`src/rtl/cpu_pkg.sv`:
```
// Shared types and defaults for the core's memory-side blocks.
package cpu_pkg;

    // Consecutive data grants allowed against a pending fetch before fetch is forced
    localparam int unsigned ARB_STARVE_MAX = 4;

    typedef enum logic [1:0] {
        ARB_IDLE      = 2'd0,
        ARB_WAIT_GNT  = 2'd1,
        ARB_WAIT_RESP = 2'd2
    } arb_state_t;

    typedef enum logic {
        OWN_IF = 1'b0,
        OWN_D  = 1'b1
    } arb_owner_t;

endpackage

```
`src/rtl/mem_arbiter.sv`:
```
// Single-port arbiter sharing one unified memory between fetch and the MEM stage.
// One transaction outstanding at a time; data has priority, bounded by a
// starvation counter; an accepted fetch can be killed on redirect.
module mem_arbiter
    import cpu_pkg::*;
#(
    parameter int unsigned ADDR_W     = 32,
    parameter int unsigned DATA_W     = 32,
    parameter int unsigned STARVE_MAX = ARB_STARVE_MAX
) (
    input  logic              clk,
    input  logic              rst_n,
    input  logic              if_req,
    input  logic [ADDR_W-1:0] if_addr,
    input  logic              if_kill,
    output logic              if_ready,
    output logic              if_rvalid,
    output logic [DATA_W-1:0] if_rdata,
    input  logic              d_req,
    input  logic              d_we,
    input  logic [ADDR_W-1:0] d_addr,
    input  logic [DATA_W-1:0] d_wdata,
    output logic              d_ready,
    output logic              d_rvalid,
    output logic [DATA_W-1:0] d_rdata,
    output logic              mem_req,
    output logic              mem_we,
    output logic [ADDR_W-1:0] mem_addr,
    output logic [DATA_W-1:0] mem_wdata,
    input  logic              mem_gnt,
    input  logic              mem_rvalid,
    input  logic [DATA_W-1:0] mem_rdata
);

    localparam int unsigned      CNT_W   = $clog2(STARVE_MAX + 1);
    localparam logic [CNT_W-1:0] CNT_MAX = CNT_W'(STARVE_MAX);

    arb_state_t        state_q,  state_d;
    arb_owner_t        owner_q,  owner_d;
    logic [ADDR_W-1:0] addr_q,   addr_d;
    logic [DATA_W-1:0] wdata_q,  wdata_d;
    logic              we_q,     we_d;
    logic [CNT_W-1:0]  starve_q, starve_d;
    logic              kill_q,   kill_d;
    logic              if_rvalid_d;
    logic              d_rvalid_d;
    logic              resp_take;
    logic              fetch_forced;

    // Fetch must win once data has beaten a pending fetch STARVE_MAX times in a row
    assign fetch_forced = if_req && (starve_q == CNT_MAX);

    // Latched transaction fields drive the memory side directly
    assign mem_addr  = addr_q;
    assign mem_wdata = wdata_q;

    // Next-state, arbitration and handshake decode
    always_comb begin
        state_d     = state_q;
        owner_d     = owner_q;
        addr_d      = addr_q;
        wdata_d     = wdata_q;
        we_d        = we_q;
        starve_d    = starve_q;
        kill_d      = kill_q;
        if_ready    = 1'b0;
        d_ready     = 1'b0;
        mem_req     = 1'b0;
        mem_we      = 1'b0;
        resp_take   = 1'b0;
        if_rvalid_d = 1'b0;
        d_rvalid_d  = 1'b0;

        unique case (state_q)
            ARB_IDLE: begin
                if (d_req && !fetch_forced) begin
                    d_ready = 1'b1;
                    owner_d = OWN_D;
                    addr_d  = d_addr;
                    wdata_d = d_wdata;
                    we_d    = d_we;
                    state_d = ARB_WAIT_GNT;
                    // Cannot overflow: at CNT_MAX with if_req pending, data does not win
                    starve_d = if_req ? starve_q + CNT_W'(1) : '0;
                end else if (if_req) begin
                    if_ready = 1'b1;
                    owner_d  = OWN_IF;
                    addr_d   = if_addr;
                    wdata_d  = '0;
                    we_d     = 1'b0;
                    starve_d = '0;
                    state_d  = ARB_WAIT_GNT;
                end
            end
            ARB_WAIT_GNT: begin
                mem_req = 1'b1;
                mem_we  = we_q;
                if (if_kill && owner_q == OWN_IF) kill_d = 1'b1;
                if (mem_gnt) state_d = we_q ? ARB_IDLE : ARB_WAIT_RESP;
            end
            ARB_WAIT_RESP: begin
                if (if_kill && owner_q == OWN_IF) kill_d = 1'b1;
                if (mem_rvalid) begin
                    resp_take = 1'b1;
                    state_d   = ARB_IDLE;
                    if (owner_q == OWN_IF) if_rvalid_d = !(kill_q || if_kill);
                    else                   d_rvalid_d  = 1'b1;
                end
            end
            default: state_d = ARB_IDLE;
        endcase

        // Kill only ever applies to the fetch currently in flight
        if (state_d == ARB_IDLE) kill_d = 1'b0;
    end

    // FSM state and transaction context
    always_ff @(posedge clk or negedge rst_n) begin
        if (!rst_n) begin
            state_q  <= ARB_IDLE;
            owner_q  <= OWN_IF;
            addr_q   <= '0;
            wdata_q  <= '0;
            we_q     <= 1'b0;
            starve_q <= '0;
            kill_q   <= 1'b0;
        end else begin
            state_q  <= state_d;
            owner_q  <= owner_d;
            addr_q   <= addr_d;
            wdata_q  <= wdata_d;
            we_q     <= we_d;
            starve_q <= starve_d;
            kill_q   <= kill_d;
        end
    end

    // Registered read responses toward the requesters
    always_ff @(posedge clk or negedge rst_n) begin
        if (!rst_n) begin
            if_rvalid <= 1'b0;
            d_rvalid  <= 1'b0;
            if_rdata  <= '0;
            d_rdata   <= '0;
        end else begin
            if_rvalid <= if_rvalid_d;
            d_rvalid  <= d_rvalid_d;
            if (resp_take) begin
                if (owner_q == OWN_IF) if_rdata <= mem_rdata;
                else                   d_rdata  <= mem_rdata;
            end
        end
    end

endmodule

```
`config.mk`:
```
export PLATFORM = sky130hd
export DESIGN_NAME = mem_arbiter
export DESIGN_NICKNAME = d
export VERILOG_FILES = /design/src/rtl/cpu_pkg.sv /design/src/rtl/mem_arbiter.sv
export SDC_FILE = /design/constraint.sdc
export NUM_CORES = 1
export LEC_CHECK = 0
export BUFFER_PORTS_ARGS = -buffer_cell sky130_fd_sc_hd__buf_4
export CORE_ASPECT_RATIO = 1.75
export CORE_MARGIN = 2
export CORE_UTILIZATION = 46
export CTS_CLUSTER_DIAMETER = 40
export DETAILED_ROUTE_END_ITERATION = 12
export PLACE_DENSITY = 0.87
export SKIP_CTS_REPAIR_TIMING = 1
export SLEW_MARGIN = 20
export SYNTH_ARGS = -nofsm -noshare
export SYNTH_HDL_FRONTEND = slang
export SYNTH_SLANG_ARGS = --single-unit
```
`constraint.sdc`:
```
create_clock -name clk -period 1.8 [get_ports clk]
set_input_delay 0 -clock clk [delete_from_list [all_inputs] [get_ports clk]]
set_output_delay 0 -clock clk [all_outputs]
set_load 0.005 [all_outputs]
```
# After elaboration in Yosys (flattened, before gate mapping)
# Cells that the tools add are included.
dict set report op_classes {
  n_reduce_logical 16
  bitwise_logic 1
  add_sub_neg 1
  n_mux 34
  eq_ne 3
}
# op n
set op_table {}
lappend op_table {{$mux 32} 4}
lappend op_table {{$mux 1} 21}
lappend op_table {{$mux 2} 5}
lappend op_table {{$mux 3} 3}
lappend op_table {{$reduce_and 2->1} 4}
lappend op_table {{$pmux 2 s3} 1}
lappend op_table {{$reduce_bool 2->1} 3}
lappend op_table {{$logic_not 2->1} 2}
lappend op_table {{$add 3x1->3 const B} 1}
lappend op_table {{$eq 3x3->1 const B} 1}
lappend op_table {{$logic_and 1x1->1} 3}
lappend op_table {{$eq 2x1->1 const B} 1}
lappend op_table {{$eq 2x2->1 const B} 1}
lappend op_table {{$logic_not 1->1} 2}
lappend op_table {{$reduce_or 2->1} 1}
lappend op_table {{$logic_or 1x1->1} 1}
lappend op_table {{$not 1->1} 1}
dict set report word_totals {
  ff_bits 138
  wordCells 66
  output_inout_bits 134
  inputBits 136
}

# Longest topological paths before layout
# Gate-level depths: netlist of the first run.
dict set report depth {
  depth_word 9
  ltp_mapped 7
  ltp_nobuf 5
}

# Least setup slack after synthesis of the first run
# Ideal clock, no wire load.
dict set report synth_path {
  kind {reg2reg}
  from {reg state_q[0]}
  to {reg addr_q[12], in the netlist mem_addr[12]}
  path_stages_with_launch 8
  path_buffers 2
  setup_ns 0.087
  setup_slack_ns 0.208
  arrival_time_ns 1.506
  path_cell_list {dfrtp_1 > inv_1 > ha_1 > buf_2 > o21a_1 > clkbuf_1 > nand2_1 > o211ai_1}
}
dict set report synth_between {
  elab_chain_len 2
}
# element line
set synth_rtl {}
lappend synth_rtl {{start, declared} mem_arbiter.sv:38} ;# arb_state_t state_q, state_d;
lappend synth_rtl {{start signal, assigned} mem_arbiter.sv:128} ;# state_q <= state_d;
lappend synth_rtl {{$logic_not 2->1} mem_arbiter.sv:74} ;# unique case (state_q)
lappend synth_rtl {{$reduce_and 2->1 (no line)} --}
lappend synth_rtl {{end signal, assigned} mem_arbiter.sv:130} ;# addr_q <= addr_d;
lappend synth_rtl {{end, declared} mem_arbiter.sv:40} ;# logic [ADDR_W-1:0] addr_q, addr_d;
# Every way passes these cells.
# A chain may end at the register's enable or synchronous reset.

# Worst setup path in the final report of the first run
dict set report layout_path {
  from {reg starve_q[0]}
  to {out d_ready}
}
dict set report layout_between {
  elab_chain_len 6
}
# element line
set layout_rtl {}
lappend layout_rtl {{start, declared} mem_arbiter.sv:43} ;# logic [CNT_W-1:0] starve_q, starve_d;
lappend layout_rtl {{start signal, assigned} mem_arbiter.sv:133} ;# starve_q <= starve_d;
lappend layout_rtl {{$eq 3x3->1} mem_arbiter.sv:51} ;# assign fetch_forced = if_req && (starve_q == CNT_MAX);
lappend layout_rtl {{$logic_and 1x1->1} mem_arbiter.sv:51}
lappend layout_rtl {{$logic_not 1->1} mem_arbiter.sv:76} ;# if (d_req && !fetch_forced) begin
lappend layout_rtl {{$logic_and 1x1->1} mem_arbiter.sv:76}
lappend layout_rtl {{$mux 1} mem_arbiter.sv:76}
lappend layout_rtl {{$mux 1} mem_arbiter.sv:74}
lappend layout_rtl {{end, declared} mem_arbiter.sv:23} ;# output logic d_ready,
# Every way passes these cells.

==> results.txt, run 1 <==
* Outcome: finished with violations
- Violated checks: setup timing
- TritonCTS created 17 clock buffers.
- For the worst-skew pair, the clock arrives at the later sink with an insertion delay of around 400 ps.
- Global placement routability congestion: roughly 0.84
* Share of synthesized cell area in full adder, half adder and majority cells: 1.33%
- Along the worst path, the maximum fanout reaches 10.
- Across the run, the number of max-cap violations was 0.
- Counting I/O delays and the setup requirement, the final critical path takes about 1800 ps.
- Detailed-route via count: 5,754
* Max VDD drop: 0.000965 V
- The core region is 12,000 sq um.
* Worst slew margin: 70.6%
* Delay of the slowest cell on the worst path: 390 ps
* 1st-iter DRT viols: approximately 440
- The signal on the critical path passes through inv_1 -> ha_2 -> nand3_2 -> and3_1 -> buf_4 -> buf_4.
- The H-tree generated during clock tree synthesis spans 4 levels.
- After floorplanning, the core was divided into 53 placement rows.
- Fraction of power spent switching nets: 34.1%
* Fin. Hold Viols: 0
* Root Buffer: sky130_fd_sc_hd__clkbuf_16
- Counting the fill cells in the layout gives 576.
- Relative contribution of combinational cells to total power: a little over two fifths
- Cells fill 82.0% of the core in the end.
* Instance area at placement: 7840 sq um
- Global routing used a little under a quarter of the available tracks across all layers.
- Post-synthesis cell count: 442
* Detail Route Antenna Nets: 0
- Total iterations of the first detailed-routing run: 5
- Final wirelength: 22,200 um
- HPWL Detailed: 11,700 um
* Vias in the first global route: 4,888
- Internal power: around 0.011 W
* Basic-gate share of the synthesized area counting and, or, nand and nor cells: 9.54%
- Total nets after synthesis: 584
* Combined area of all synthesized cells: 5630 sq um
- For the pin with the worst max-slew slack, the measured transition is 442 ps.
- Mean cell area of the mapped netlist: approximately 13 sq um
- At the end of the flow, the number of nets in the layout was 983.
* Detail-routed net length per standard cell: 21.7 um
* Dominant combinational cell family by area after synthesis: multiplexers
- Switching pwr: 0.00547 W
- Number of antenna violations at the first check in global routing: 1
* Setup slack after layout: -12.4 ps
- Power Dens Cells: 1630 nW/um^2
- XOR/XNOR Fraction of Synth Area: 0%
- The die covers 13,200 sq um.
- The library cell used most frequently in the layout, excluding fill and tap cells, is sky130_fd_sc_hd__buf_4.
- Flops & latches, synth: 138
- Number of remaining DRC errors: 0
- For the final database, setup skew stands at 9.80 ps.
- At the worst endpoint, the required time is 1800 ps.
- Among all stages on the critical path, the largest delay is contributed by sky130_fd_sc_hd__dfrtp_1.
- Clock share of power: roughly 23%
- For the worst setup path, the data arrival time is 1810 ps.
- The initial utilization of the core area, before any placement, comes to 46.9%.
- Die outline width: between 80 and 90 um
* Upper clock frequency limit: ~550 MHz
- Endpoints failing setup: 1
* Ys Warns: 0
* Sequential group share of total power: 35.4%
- STA classifies the critical path endpoint as an output port.
* Buffers added on ports: 269
* Sink Count: 138
- I/O pin count: 270
- The design draws around 0.016 W.
- Clk pin slew, worst setup/hold paths: ~70 ps
- The die is 150 um tall.
- In the final layout, the share of cells above drive strength 1 is a little under half.
- Commonest cells after routing, fill and taps aside: sky130_fd_sc_hd__buf_4, sky130_fd_sc_hd__dfrtp_1, sky130_fd_sc_hd__dlygate4sd3_1, sky130_fd_sc_hd__nand2_1, sky130_fd_sc_hd__mux2_2
* Static leakage: 4.78 nW
- Compound-Gate Fraction of Synth Area: 11.3%
- Final std cell area, no fill: slightly below 10,000 sq um
- Share of synthesized area occupied by flip-flops and latches: 61.4%
- The worst setup path is launched from a flip-flop.
* Share of the clock period used by the worst path after layout: 101%
* Multiplexer share of the synthesized area: 12.8%
- TritonCTS clock tree: yes
* Total congestion overflow after global routing: 0
- Area growth from synthesis to final layout: 75.0%
* Final count of pins violating max slew: 0
- No sink is reached through more buffers than the 2 on the longest clock path.
- Global-route wire length before repair: 24,200 um
- The worst hold path belongs to the class primary input to async pin.
- Using the TritonRoute via totals, the vias-per-cell ratio works out to 5.64.
- Entering global routing, the biggest net connects 54 pins.
- Kind of critical path: flip-flop to output port
* Cell occurring most often along the worst timing path: sky130_fd_sc_hd__buf_4
- Synth cell types: 33
-- per-layer routing --
layer,global-route usage (%),up-vias,part of all wire (%)
met1,25.7,2765,33
li1,-,2407,-
met4,10.8,0,6.0
met3,5.54,130,7.7
met5,0,-,0
met2,43.0,452,54
-- path summary, 6_finish.rpt --
path | start | to | slack [ps] | cells after the start
min | rst_n | mem_addr[12]$_DFFE_PN0P_ | 50 | 2
max reg2reg | starve_q[0]$_DFFE_PN0P_ | mem_addr[27]$_DFFE_PN0P_ | 10 | 6
max in group asynchronous | rst_n | mem_addr[6]$_DFFE_PN0P_ | 1120 | 3
min in group clk | mem_gnt | state_q[1]$_DFF_PN0_ | 90 | 4
min reg2reg | kill_q$_DFFE_PN0P_ | if_rvalid$_DFF_PN0_ | 460 | 1
max | starve_q[0]$_DFFE_PN0P_ | d_ready | -10 | 6
-- worst max-delay path: cells and delay by family, from the launching register on --
family	cells	cell delay [ps]
buffers and inverters	3	440
adder cells (fa/ha/maj)	1	220
AND/OR/NAND/NOR	2	330
flip-flops	1	390
-- layout make-up --
| cell class | count | area (sq um) | area share (%) |
|---|---|---|---|
| timing repair buffer | 415 | 3540 | 36.0 |
| clock inverter | 14 | 186 | 1.89 |
| clock buffer | 18 | 429 | 4.36 |
| tap | 165 | 206 | 2.10 |
| antenna | 2 | 5.00 | 0.0508 |
| inverter | 6 | 22.5 | 0.229 |
| sequential | 138 | 3450 | 35.1 |
| multi-input combinational | 263 | 2000 | 20.3 |
-- synth_stat cells --
library cell               number  share of area (%)
sky130_fd_sc_hd__o21ai_1        1              0.089
sky130_fd_sc_hd__nand4_1       32                3.6
sky130_fd_sc_hd__and3_1         1               0.11
sky130_fd_sc_hd__mux2_2        64                 13
sky130_fd_sc_hd__nand2_1       68                4.5
sky130_fd_sc_hd__nand3b_1       1               0.13
sky130_fd_sc_hd__buf_6          4               0.80
sky130_fd_sc_hd__a21oi_1        2               0.18
sky130_fd_sc_hd__nor2b_1        2               0.22
sky130_fd_sc_hd__clkbuf_1      16                1.1
sky130_fd_sc_hd__and3b_1        1               0.16
sky130_fd_sc_hd__o211ai_1      32                4.3
sky130_fd_sc_hd__a41oi_1        1               0.16
sky130_fd_sc_hd__buf_2         15                1.3
sky130_fd_sc_hd__inv_1          6               0.40
sky130_fd_sc_hd__a21o_1         1               0.13
sky130_fd_sc_hd__o21bai_1       1               0.13
sky130_fd_sc_hd__o31ai_1        1               0.13
sky130_fd_sc_hd__a22o_1        33                5.1
sky130_fd_sc_hd__o21ai_0        2               0.18
sky130_fd_sc_hd__nor3_1         1              0.089
sky130_fd_sc_hd__a32o_1         2               0.36
sky130_fd_sc_hd__o21a_1         1               0.13
sky130_fd_sc_hd__o22ai_1        1               0.11
sky130_fd_sc_hd__a31o_2         1               0.16
sky130_fd_sc_hd__dfrtp_1      138                 61
sky130_fd_sc_hd__nand3_1        1              0.089
sky130_fd_sc_hd__nand2b_1       1               0.11
sky130_fd_sc_hd__nand3_2        1               0.18
sky130_fd_sc_hd__nor2_1         2               0.13
sky130_fd_sc_hd__ha_1           6                1.3
sky130_fd_sc_hd__and2_1         2               0.22
sky130_fd_sc_hd__o32a_1         1               0.18
-- sequential cells by signal, summed over array words and instances (netlist names), 2 cells and up --
register / count
mem_addr: 32
d_rdata: 32
state_q: 2
starve_q: 3
mem_wdata: 32
if_rdata: 32
-- kinds of logic after synthesis --
logic type,count (synthesis)
fa+ha+maj,6
flops,138
simple gates,113
buf+inv,41
compound gates,80
mux,64
-- power by group through the flow --
stage | sequential, W | combinational (W) | clock, W
6_report | 0.00568 | 0.00671 | 0.00365
5_1_grt | 0.00578 | 0.00713 | 0.00383
4_1_cts | 0.00552 | 0.00589 | 0.00369
3_5_place_dp | 0.00554 | 0.00589 | 0
3_3_place_gp | 0.00545 | 0.00563 | 0
2_1_floorplan | 0.00550 | 0.00252 | 0
-- metrics by stage --
step	setup TNS, ps	hold WS, ps	instances	setup WS (ps)
final	-12.4	54.7	1021	-12.4
after global routing	-226	74.5	1020	-61.1
after CTS	-345	-516	885	-330
after detailed placement	0	-66.1	853	99.0
after global placement	0	-79.5	853	227
after floorplan	0	-296	442	208
Power figures use the tool's default switching activity.
==> inputs of run 2 (changes only) <==
ABC_AREA = 1   (was unset)
==> run 2 against run 1 <==
Net effect: the flow now finishes without violations; synthesized cell count grew 40%; register-to-register slack gained 110 ps; synthesized area shrank 1.5%; routed wire length shrank 3.5%; hold slack lost 25 ps; die area shrank 1.5%; sequential power shrank 3.7%; combinational power shrank 9.7%; sequential share of layout area grew 0.44 points; clock-buffer cell count shrank 1; cell area shrank 1.2%; setup slack gained 90 ps; largest power group unchanged.
==> results.txt, run 2 <==
* Total iterations of the first detailed-routing run: 7
- 1st-iter DRT viols: 438
- Core ar.: 11,900 sq um
* Sequential group share of total power: between 30% and 40%
* Number of remaining DRC errors: 0
- Synth cell types: 21
- At the pin with the least slew margin, the transition time is 491 ps.
* Post-synth top flop: sky130_fd_sc_hd__dfrtp_1
* Max VDD drop: 0.00122 V
* Flops & latches, synth: 138
* Mean cell area of the mapped netlist: 8.98 sq um
- Ys Warns: 0
- Worst slew margin: about two thirds
* Buffers added on ports: 269
- Root Buffer: sky130_fd_sc_hd__clkbuf_16
- Share of the clock period used by the worst path after layout: 95.7%
- Relative contribution of combinational cells to total power: 40.5%
- When the netlist entered floorplanning its net count stood at approximately 760.
- Share of synthesized area occupied by flip-flops and latches: 62.3%
- Static leakage: just over 5 nW
* TritonCTS clock tree: yes
- After global routing the overflow that remains totals 0.
* Sink Count: ~140
- Global routing consumed, on the met3 layer, 5.53% of the routing resources.
* Fin. Hold Viols: 0
- Row generation in the floorplan step produced 53 rows.
- In the layout the commonest cells are sky130_fd_sc_hd__buf_4, sky130_fd_sc_hd__nand2_1, sky130_fd_sc_hd__dfrtp_1, sky130_fd_sc_hd__dlygate4sd3_1, sky130_fd_sc_hd__o21ai_0.
- Die Y: around 150 um
* Arrival time of the worst setup path: 1720 ps
- Global placement routability congestion: 0.827
* Post-Route Skew: 11.9 ps
- Top-count cell post-synth: sky130_fd_sc_hd__nand2_1
- Time the final worst path needs with I/O delays and setup: 1720 ps
- In this run the power spent charging and discharging nets is 0.00536 W.
- Buffer depth of the longest clock path: 2
- For this run, global-route usage on met2 was measured as about two fifths.
- For this run, the top clock speed supported by timing is approximately 580 MHz.
- Final net count: 1,161
- The die is roughly 87 um wide.
- Area taken by multi-input logic gates: 1760 sq um
- Filler Cells Inserted: 610
- Top cell type's share of synthesized area: slightly above 60%
- Clk pin slew, worst setup/hold paths: 60 ps
- Power, Total: 0.0150 W
* Detail Route Antenna Nets: 0
* Clock share of power: between 20% and 30%
- Dominant cell type by area after synthesis: sky130_fd_sc_hd__dfrtp_1
* Detail-routed net length per standard cell: around 18 um
- Starting density of the core: 46.7%
- Fraction of power spent switching nets: 35.9%
* Vias in the first global route: 4,924
- Entering global routing, the biggest net connects 66 pins.
- Max cap viols: 0
- Of all nets on the critical path, the largest fanout is 35.
- Using the TritonRoute via totals, the vias-per-cell ratio works out to 5.29.
- HP Class: primary input to flip-flop
- In this run the count of I/O pins placed on the die edge is 270.
* Setup Total Neg Slack: 0 ps
* Total Die Area: between 10,000 and 15,000 sq um
* Outcome: completed
- Setup violations remaining at the end of the flow were counted as 0.
- Share of layout cells above drive strength 1: 31.8%
* Number of standard cells in the layout, taps in and fillers out: 1,170
* Instance area at placement: 7770 sq um
- HPWL Detailed: ~11,000 um
- For this run, the total global-route usage over all layers was measured as 23.4%.
- Top area cells in the synthesized netlist: sky130_fd_sc_hd__dfrtp_1, sky130_fd_sc_hd__nand2_1, sky130_fd_sc_hd__o21ai_0, sky130_fd_sc_hd__a31oi_1, sky130_fd_sc_hd__inv_1
- Global-route wire length before repair: 23,700 um
* Post-synthesis cell count: 617
* Final wirelength: between 20,000 and 25,000 um
* Power Dens Cells: 1540 nW/um^2
* Register area: around 3500 sq um
- Count of flip-flops with a built-in enable after synthesis: 0
- Counting cells, the worst reg-to-reg path comes to 7.
- The worst setup path is captured at an output port.
* Final count of pins violating max slew: 0
* Met1 track demand over resource: between 20% and 30%
- In this run the most used layer during global routing was met2.
* DP Cell Count: 1,002
- CTS buffer count: 17
- The library cell used most frequently in the layout, excluding fill and tap cells, is sky130_fd_sc_hd__buf_4.
- Counting instances, the worst hold path has a depth of 6.
* Final std cell area, no fill: between 9000 and 10,000 sq um
- Area growth from synthesis to final layout: 75.5%
- Required time reported for the critical path endpoint: between 1500 and 2000 ps
* Number of antenna violations at the first check in global routing: 1
* Kind of critical path: flip-flop to output port
- Worst-Skew Late Latency: 410 ps
* Ranking of synthesized cells by instance count: sky130_fd_sc_hd__nand2_1, sky130_fd_sc_hd__dfrtp_1, sky130_fd_sc_hd__o21ai_0, sky130_fd_sc_hd__inv_1, sky130_fd_sc_hd__nor2_1
- STA classifies the critical path startpoint as a flip-flop.
- Internal power: roughly 0.0096 W
- H-tree levels: 4
* Async S/R FF share, synth: 100%
- Summing every instance area after synthesis gives 5540 sq um.
- The routed layout has between 6,000 and 7,000 vias.
## run 2: worst paths after layout
path	end	slack (ps)	startpoint
worst max register to register	mem_addr[14]$_DFFE_PN0P_	120	state_q[0]$_DFF_PN0_
max in group asynchronous	d_rdata[31]$_DFFE_PN0P_	1010	rst_n
worst min-delay path	state_q[1]$_DFF_PN0_	30	mem_gnt
worst min register to register	if_rvalid$_DFF_PN0_	470	kill_q$_DFFE_PN0P_
worst max-delay path	if_ready	80	starve_q[0]$_DFFE_PN0P_
min in group asynchronous	mem_addr[2]$_DFFE_PN0P_	100	rst_n
## run 2: metal layers
metal | part of all wire (%) | vias up | wire length (um)
li1 | - | 2764 | -
met1 | 34 | 2949 | 7170
met2 | 55 | 378 | 11800
met3 | 6.6 | 98 | 1420
met4 | 4.8 | 0 | 1020
met5 | 0 | - | 0
## run 2: logic make-up (layout without fill, tap and decap cells)
kind of cell | after synthesis | after routing | share of synthesized area [%]
compound gates | 103 | 103 | 10.3
flops | 138 | 138 | 62.3
xor+xnor | 1 | 1 | 0.158
simple gates | 286 | 286 | 19.6
other cells | 0 | 1 | 0
buf+inv | 83 | 498 | 6.23
fa+ha+maj | 6 | 6 | 1.35
## run 2: stage by stage
stage          utilization (%)  hold slack, ps  worst slack (ps)
6_report                  81.9            29.3              77.9
5_1_grt                   81.9            56.2             -30.4
4_1_cts                   70.3            -461             -43.8
3_5_place_dp              65.4           -19.6               220
3_3_place_gp              65.4           -26.1               306
2_1_floorplan                -            -296               344
## run 2: power groups by stage
stage	Sequential, W	Combinational [W]	Clock [W]
after floorplan	0.00540	0.00214	0
after global placement	0.00531	0.00520	0
after detailed placement	0.00535	0.00541	0
after CTS	0.00533	0.00543	0.00344
after global routing	0.00557	0.00660	0.00360
final	0.00547	0.00606	0.00342
## run 2: layout make-up
class	instances	area share [%]
inverter	50	1.93
antenna	1	0.0257
sequential	138	35.5
multi-input combinational	396	18.1
tap	137	1.76
clock inverter	15	1.60
timing repair buffer	416	36.7
clock buffer	17	4.37
## run 2: worst max-delay path, cell delays in order, from the launching register on
cell                      delay, ps
sky130_fd_sc_hd__dfrtp_1        390
sky130_fd_sc_hd__inv_1           70
sky130_fd_sc_hd__ha_1           200
sky130_fd_sc_hd__nand3_1         80
sky130_fd_sc_hd__nand2_2         90
sky130_fd_sc_hd__inv_2           90
sky130_fd_sc_hd__buf_12         200
sky130_fd_sc_hd__nor2_1          60
sky130_fd_sc_hd__buf_4          130
